==> src/rtl/spi_reg_pkg.sv <==
// Shared constants for the SPI register-bus slave: instruction codes, status
// bit positions, frame edge numbers and the frame FSM state type.
package spi_reg_pkg;
  localparam logic [7:0] INSTR_WRITE = 8'h00;
  localparam logic [7:0] INSTR_READ  = 8'h01;

  localparam int ST_DONE    = 0;
  localparam int ST_ERR     = 1;
  localparam int ST_TIMEOUT = 2;
  localparam int ST_INVALID = 3;

  // Rising-edge numbers that close each phase; *_FALL are falling-edge loads
  localparam logic [6:0] E_CMD_LAST   = 7'd8;
  localparam logic [6:0] E_GAP        = 7'd9;
  localparam logic [6:0] E_ADDR_LAST  = 7'd41;
  localparam logic [6:0] E_WDATA_LAST = 7'd73;
  localparam logic [6:0] E_DATA_FALL  = 7'd48;
  localparam logic [6:0] E_STAT_FALL  = 7'd80;
  localparam logic [6:0] E_LAST       = 7'd88;

  typedef enum logic [2:0] {
    IDLE, CMD, GAP, ADDR, WDATA, ACCESS, SHIFT_OUT, WAIT_SS
  } state_e;
endpackage

==> src/rtl/spi_sync.sv <==
// Two-flop synchroniser for one asynchronous input, with a third flop for
// rise/fall detection; q_d is the synchronised value one clk older than q.
module spi_sync #(
  parameter logic RST_VAL = 1'b0
) (
  input  logic clk,
  input  logic rst,
  input  logic d,
  output logic q,
  output logic q_d,
  output logic rise,
  output logic fall
);
  logic s1, s2, s3;

  always_ff @(posedge clk or posedge rst)
    if (rst) begin
      s1 <= RST_VAL;
      s2 <= RST_VAL;
      s3 <= RST_VAL;
    end else begin
      s1 <= d;
      s2 <= s1;
      s3 <= s2;
    end

  assign q    = s2;
  assign q_d  = s3;
  assign rise = s2 & ~s3;
  assign fall = ~s2 & s3;
endmodule

==> src/rtl/spi_reg_slave.sv <==
// SPI mode-0 slave that turns 0x00/0x01 frames into single register-bus
// writes/reads and returns read data plus a status byte on MISO.
module spi_reg_slave
  import spi_reg_pkg::*;
#(
  parameter int TIMEOUT_CYC = 32
) (
  input  logic        clk,
  input  logic        rst,
  input  logic        spi_sck,
  input  logic        spi_ss_n,
  input  logic        spi_mosi,
  output logic        spi_miso,
  output logic        bus_req,
  output logic        bus_we,
  output logic [31:0] bus_addr,
  output logic [31:0] bus_wdata,
  input  logic [31:0] bus_rdata,
  input  logic        bus_ack,
  input  logic        bus_err
);
  localparam int TW = $clog2(TIMEOUT_CYC + 1);

  logic sck_rise, sck_fall, ss_n, mosi_d;
  logic unused_sck_q, unused_sck_qd, unused_ss_qd, unused_ss_rise, unused_ss_fall;
  logic unused_mosi_q, unused_mosi_rise, unused_mosi_fall;

  spi_sync #(.RST_VAL(1'b0)) u_sck (.clk(clk), .rst(rst), .d(spi_sck), .q(unused_sck_q),
    .q_d(unused_sck_qd), .rise(sck_rise), .fall(sck_fall));
  spi_sync #(.RST_VAL(1'b1)) u_ss (.clk(clk), .rst(rst), .d(spi_ss_n), .q(ss_n),
    .q_d(unused_ss_qd), .rise(unused_ss_rise), .fall(unused_ss_fall));
  spi_sync #(.RST_VAL(1'b0)) u_mosi (.clk(clk), .rst(rst), .d(spi_mosi), .q(unused_mosi_q),
    .q_d(mosi_d), .rise(unused_mosi_rise), .fall(unused_mosi_fall));

  state_e          state_q, state_d;
  logic [6:0]      cnt, edge_n;
  logic [31:0]     sh, sh_nxt, addr_q, rdata_q, miso_sr;
  logic [7:0]      instr_q, status;
  logic            st_done, st_err, st_to, invalid;
  logic            acc_rd, acc_wr, bus_fin;
  logic [TW-1:0]   tmr;

  assign edge_n  = cnt + 7'd1;
  assign sh_nxt  = {sh[30:0], mosi_d};
  assign invalid = (instr_q != INSTR_WRITE) && (instr_q != INSTR_READ);
  assign bus_fin = bus_req & (bus_ack | bus_err | (tmr == TW'(TIMEOUT_CYC - 1)));
  assign spi_miso = miso_sr[31];

  always_comb begin
    status = '0;
    if (invalid) status[ST_INVALID] = 1'b1;
    else begin
      status[ST_TIMEOUT] = st_to;
      status[ST_ERR]     = st_err;
      status[ST_DONE]    = st_done;
    end
  end

  always_ff @(posedge clk or posedge rst)
    if (rst) state_q <= IDLE;
    else     state_q <= state_d;

  always_comb begin
    state_d = state_q;
    acc_rd  = 1'b0;
    acc_wr  = 1'b0;
    if (ss_n) state_d = IDLE;
    else begin
      case (state_q)
        IDLE:  state_d = CMD;
        CMD:   if (sck_rise && edge_n == E_CMD_LAST) state_d = GAP;
        GAP:   if (sck_rise && edge_n == E_GAP) state_d = ADDR;
        ADDR:  if (sck_rise && edge_n == E_ADDR_LAST) begin
          if (instr_q == INSTR_WRITE) state_d = WDATA;
          else if (instr_q == INSTR_READ) begin
            state_d = ACCESS;
            acc_rd  = 1'b1;
          end else state_d = SHIFT_OUT;
        end
        WDATA: if (sck_rise && edge_n == E_WDATA_LAST) begin
          state_d = ACCESS;
          acc_wr  = 1'b1;
        end
        ACCESS:    if (bus_fin) state_d = SHIFT_OUT;
        SHIFT_OUT: if (sck_rise && edge_n == E_LAST) state_d = WAIT_SS;
        default:   state_d = state_q;
      endcase
    end
  end

  // Frame datapath: edge counter, input shifter, response shifter
  always_ff @(posedge clk or posedge rst)
    if (rst) begin
      cnt     <= '0;
      sh      <= '0;
      addr_q  <= '0;
      instr_q <= '0;
      miso_sr <= '0;
    end else begin
      if (ss_n) begin
        cnt <= '0;
        sh  <= '0;
      end else if (sck_rise) begin
        if (cnt != 7'h7f) cnt <= edge_n;
        sh <= sh_nxt;
        if (state_q == CMD && edge_n == E_CMD_LAST) instr_q <= sh_nxt[7:0];
        if (state_q == ADDR && edge_n == E_ADDR_LAST) addr_q <= sh_nxt;
      end
      if (state_q != ACCESS && state_q != SHIFT_OUT) miso_sr <= '0;
      else if (sck_fall) begin
        if (cnt == E_DATA_FALL)      miso_sr <= (instr_q == INSTR_READ) ? rdata_q : '0;
        else if (cnt == E_STAT_FALL) miso_sr <= {status, 24'h0};
        else                         miso_sr <= {miso_sr[30:0], 1'b0};
      end
    end

  // Bus engine runs independently of the frame so an aborted access still completes
  always_ff @(posedge clk or posedge rst)
    if (rst) begin
      bus_req   <= 1'b0;
      bus_we    <= 1'b0;
      bus_addr  <= '0;
      bus_wdata <= '0;
      tmr       <= '0;
      rdata_q   <= '0;
      st_done   <= 1'b0;
      st_err    <= 1'b0;
      st_to     <= 1'b0;
    end else if (bus_req) begin
      tmr <= tmr + TW'(1);
      if (bus_fin) begin
        bus_req <= 1'b0;
        st_err  <= bus_err;
        st_done <= bus_ack & ~bus_err;
        st_to   <= ~bus_ack & ~bus_err;
        rdata_q <= (bus_ack & ~bus_err) ? bus_rdata : '0;
      end
    end else if (acc_rd | acc_wr) begin
      bus_req  <= 1'b1;
      bus_we   <= acc_wr;
      bus_addr <= acc_wr ? addr_q : sh_nxt;
      if (acc_wr) bus_wdata <= sh_nxt;
      tmr      <= '0;
      rdata_q  <= '0;
      st_done  <= 1'b0;
      st_err   <= 1'b0;
      st_to    <= 1'b0;
    end
endmodule
==> config.mk <==
export PLATFORM = sky130hd
export DESIGN_NAME = spi_reg_slave
export DESIGN_NICKNAME = d
export VERILOG_FILES = /design/src/rtl/spi_reg_pkg.sv /design/src/rtl/spi_sync.sv /design/src/rtl/spi_reg_slave.sv
export SDC_FILE = /design/constraint.sdc
export NUM_CORES = 1
export LEC_CHECK = 0
export ABC_CLOCK_PERIOD_IN_PS = 18300
export CAP_MARGIN = 10
export CORE_MARGIN = 2
export CORE_UTILIZATION = 61
export DETAILED_ROUTE_END_ITERATION = 12
export PLACE_DENSITY = 0.89
export SLEW_MARGIN = 20
export SYNTH_ARGS = -nofsm -noshare
export SYNTH_HDL_FRONTEND = slang
export SYNTH_SLANG_ARGS = --single-unit
==> constraint.sdc <==
create_clock -name clk -period 18.3 [get_ports clk]
set_input_delay 1.83 -clock clk [delete_from_list [all_inputs] [get_ports clk]]
set_output_delay 1.83 -clock clk [all_outputs]
set_load 0.03 [all_outputs]
==> flow_metrics.env <==
export IMPL_status="finished clean"
export IMPL_dpl_cell_count=1104
export IMPL_slowest_stage="clkdlybuf4s50_1"
export IMPL_netlist_area_um2=9680
export IMPL_nets=957
export IMPL_ir_drop_mv=0.0571
export IMPL_wl_mm=21.0
export IMPL_cp_arrival_ns=1.91
export IMPL_maxCapViolCount=0
export IMPL_slew_viol_final=0
export IMPL_finalCritPeriodShare_pct=20.4
export IMPL_cts_path_max_buffers=3
export IMPL_syn2layout_area_growth_pct=18.6
export IMPL_hold_buffers=0
export IMPL_crit_family="buffers and inverters"
export IMPL_grt_pass1_wl_mm=34.6
export IMPL_die_area_um2=16900
export IMPL_synth_flop_cell="dfrtp_1"
export IMPL_async_reset_ff_share_pct=100
export IMPL_cts_resized=0
export IMPL_viasPerCell=5.98
export IMPL_setup_viol=0
export IMPL_rsz0062_at_grt="false"
export IMPL_critPathKind="flop to output pin"
export IMPL_num_rows=46
export IMPL_min_period_ns=3.74
export IMPL_end_kind="output pin"
export IMPL_cp_num_buf_inv=1
export IMPL_vias=6849
export IMPL_max_stage_delay_ns=0.77
export IMPL_worst_pin_slew_ns=0.953
export IMPL_io_pins=106
export IMPL_post_layout_nonfiller_instances=1146
export IMPL_cts_tree="done"
export IMPL_grt_antenna_before_repair=0
export IMPL_fin_worst_skew_ns=0.0119
export IMPL_cts_buffers=23
export IMPL_ys_seq_area_share_pct=59.0
export IMPL_final_layout_size_suffix_gt1_share_pct=14.9
export IMPL_numPortBuffers=105
export IMPL_place_congestion=0.865
export IMPL_grt_pass1_vias=6794
export IMPL_post_synth_num_cell_types=68
export IMPL_tns_ns=0
export IMPL_synth_edf_count=0
export IMPL_ant_nets=0
export IMPL_ys_ff_latch=228
export IMPL_path_max_fanout=13
export IMPL_firstDrtPassIters=6
export IMPL_path_clk_slew_ns=0.06
export IMPL_drtIter0Drc=685
export IMPL_path_cells="clkdlybuf4s50_1"
export IMPL_h_tree_depth=1
export IMPL_cts_sinks=228
export IMPL_crit_path_start_kind="flop"
export IMPL_start_util_pct=61.6
export IMPL_die_h_um=130
export IMPL_track_usage_pct=25.6
export IMPL_grt_max_degree=145
export IMPL_syn_avg_cell_area_um2=11.6
export IMPL_drc_errors=0
export IMPL_grt_ovfl_total=0
export IMPL_slew_headroom_pct=36.4
export IMPL_dpl_hpwl_mm=12.3
export IMPL_chipWidth_um=130
export IMPL_drt_wirelength_per_cell_um=18.4
export IMPL_hp_class="flop to flop"
export IMPL_synth_warnings=0
export IMPL_syn_nets=876
export IMPL_core_um2=15700
export IMPL_required_ns=16.47
export IMPL_cts_root_buffer="clkbuf_16"
export IMPL_hold_viol_final=0
export IMPL_cellLeakagePower_nw=5.31
export IMPL_syn_instance_count=832
export IMPL_timing_fmax_mhz=267
export IMPL_clk_latency_ns=0.51
export IMPL_postCtsSetupBuffers=0
export IMPL_p_per_area_nw_per_um2=90.3
export IMPL_antennaDiodeCount=0
export IMPL_nFillCells=1006
-- layout by cell type (no fill, tap or decap), drive strengths merged, types with 5 or more instances in the layout --
cell           instances
clkbuf                32
dfrtp                226
nand4                  9
o21ai                 40
mux2                  73
a21oi                 39
nand2                111
nor2                  83
a22o                  35
xor2                   6
inv                   12
clkinv                 7
buf                   10
ha                     5
o22ai                 33
nor3                   7
clkdlybuf4s50        105
a22oi                 30
-- cells in the mapped netlist, types with 4 or more instances --
cell type | number | area share, %
a21oi_1 | 39 | 2.0
a22o_1 | 35 | 3.2
a22oi_1 | 30 | 2.3
and3_1 | 4 | 0.26
buf_1 | 5 | 0.19
buf_2 | 10 | 0.52
buf_6 | 9 | 1.0
clkbuf_1 | 30 | 1.2
dfrtp_1 | 226 | 58
ha_1 | 5 | 0.65
inv_1 | 11 | 0.43
mux2_2 | 34 | 4.0
mux2_4 | 36 | 5.6
nand2_1 | 111 | 4.3
nand2b_1 | 4 | 0.26
nand4_1 | 9 | 0.58
nor2_1 | 83 | 3.2
nor3_1 | 6 | 0.31
o21ai_0 | 37 | 1.9
o22ai_1 | 30 | 1.9
xnor2_1 | 4 | 0.36
xor2_1 | 6 | 0.54
-- power breakdown --
| part | total, mW | internal [mW] | switching, mW |
|---|---|---|---|
| sequential | 0.538 | 0.522 | 0.0162 |
| combinational | 0.0460 | 0.0222 | 0.0238 |
| clock | 0.453 | 0.262 | 0.191 |
| total | 1.04 | 0.807 | 0.231 |
-- through the flow --
step	worst slack, ns	hold slack [ns]	power, mW	cell area, um^2	utilization, %
global route	14.48	0.354	1.08	11500	73.1
detailed placement	14.10	0.347	0.592	10700	68.4
floorplan	10.23	0.331	0.573	9680	-
global placement	14.14	0.334	0.591	10700	68.4
CTS	14.55	0.355	1.04	11500	73.0
finish	14.56	0.352	1.04	11500	73.1
-- registers in the layout (all words and copies together) (netlist names), 3 cells and up --
signal / flops
instr_q: 8
bus_wdata: 32
sh: 31
miso_sr: 32
cnt: 7
tmr: 6
bus_addr: 32
addr_q: 32
state_q: 3
rdata_q: 32
-- routing by layer --
| metal | up-vias | wire (um) | GRT usage, % |
|---|---|---|---|
| met1 | 3469 | 9010 | 36.1 |
| met4 | 0 | 506 | 7.84 |
| met3 | 51 | 977 | 3.40 |
| li1 | 3107 | - | - |
| met2 | 222 | 10500 | 42.2 |
| met5 | - | 0 | 0 |
-- final timing paths --
| kind | cells past startpoint | from | to | slack (ns) |
|---|---|---|---|---|
| max | 1 | bus_req$_DFF_PP0_ | bus_req | 14.56 |
| max in group asynchronous | 3 | rst | tmr[2]$_DFFE_PP0P_ | 15.08 |
| min in group asynchronous | 2 | rst | bus_addr[22]$_DFFE_PP0P_ | 1.95 |
| min | 0 | u_mosi.q$_DFF_PP0_ | u_mosi.q_d$_DFF_PP0_ | 0.35 |
| min reg2reg | 0 | u_mosi.q$_DFF_PP0_ | u_mosi.q_d$_DFF_PP0_ | 0.35 |
| max reg2reg | 7 | cnt[0]$_DFFE_PP0P_ | bus_addr[26]$_DFFE_PP0P_ | 15.18 |
-- cell families after synthesis --
kind of cell | count (synthesis) | share of synthesized area (%)
AOI/OAI and AO/OA | 204 | 14.4
xor gates and xnor gates | 10 | 0.905
adders and majority gates | 5 | 0.646
buffers and inverters | 70 | 4.19
DFF | 228 | 59.0
muxes | 74 | 9.99
and+or+nand+nor | 241 | 10.9
-- layout make-up --
cell class,instances,area (um^2),area share [%]
repair buffers,115,1130,9.84
clock inverters,10,81.3,0.708
clock buffers,32,649,5.65
well taps,216,270,2.35
flip-flops and latches,228,5710,49.7
inverters,11,48.8,0.425
multi-input cells,534,3600,31.3
(Power assumes the default switching activity.)
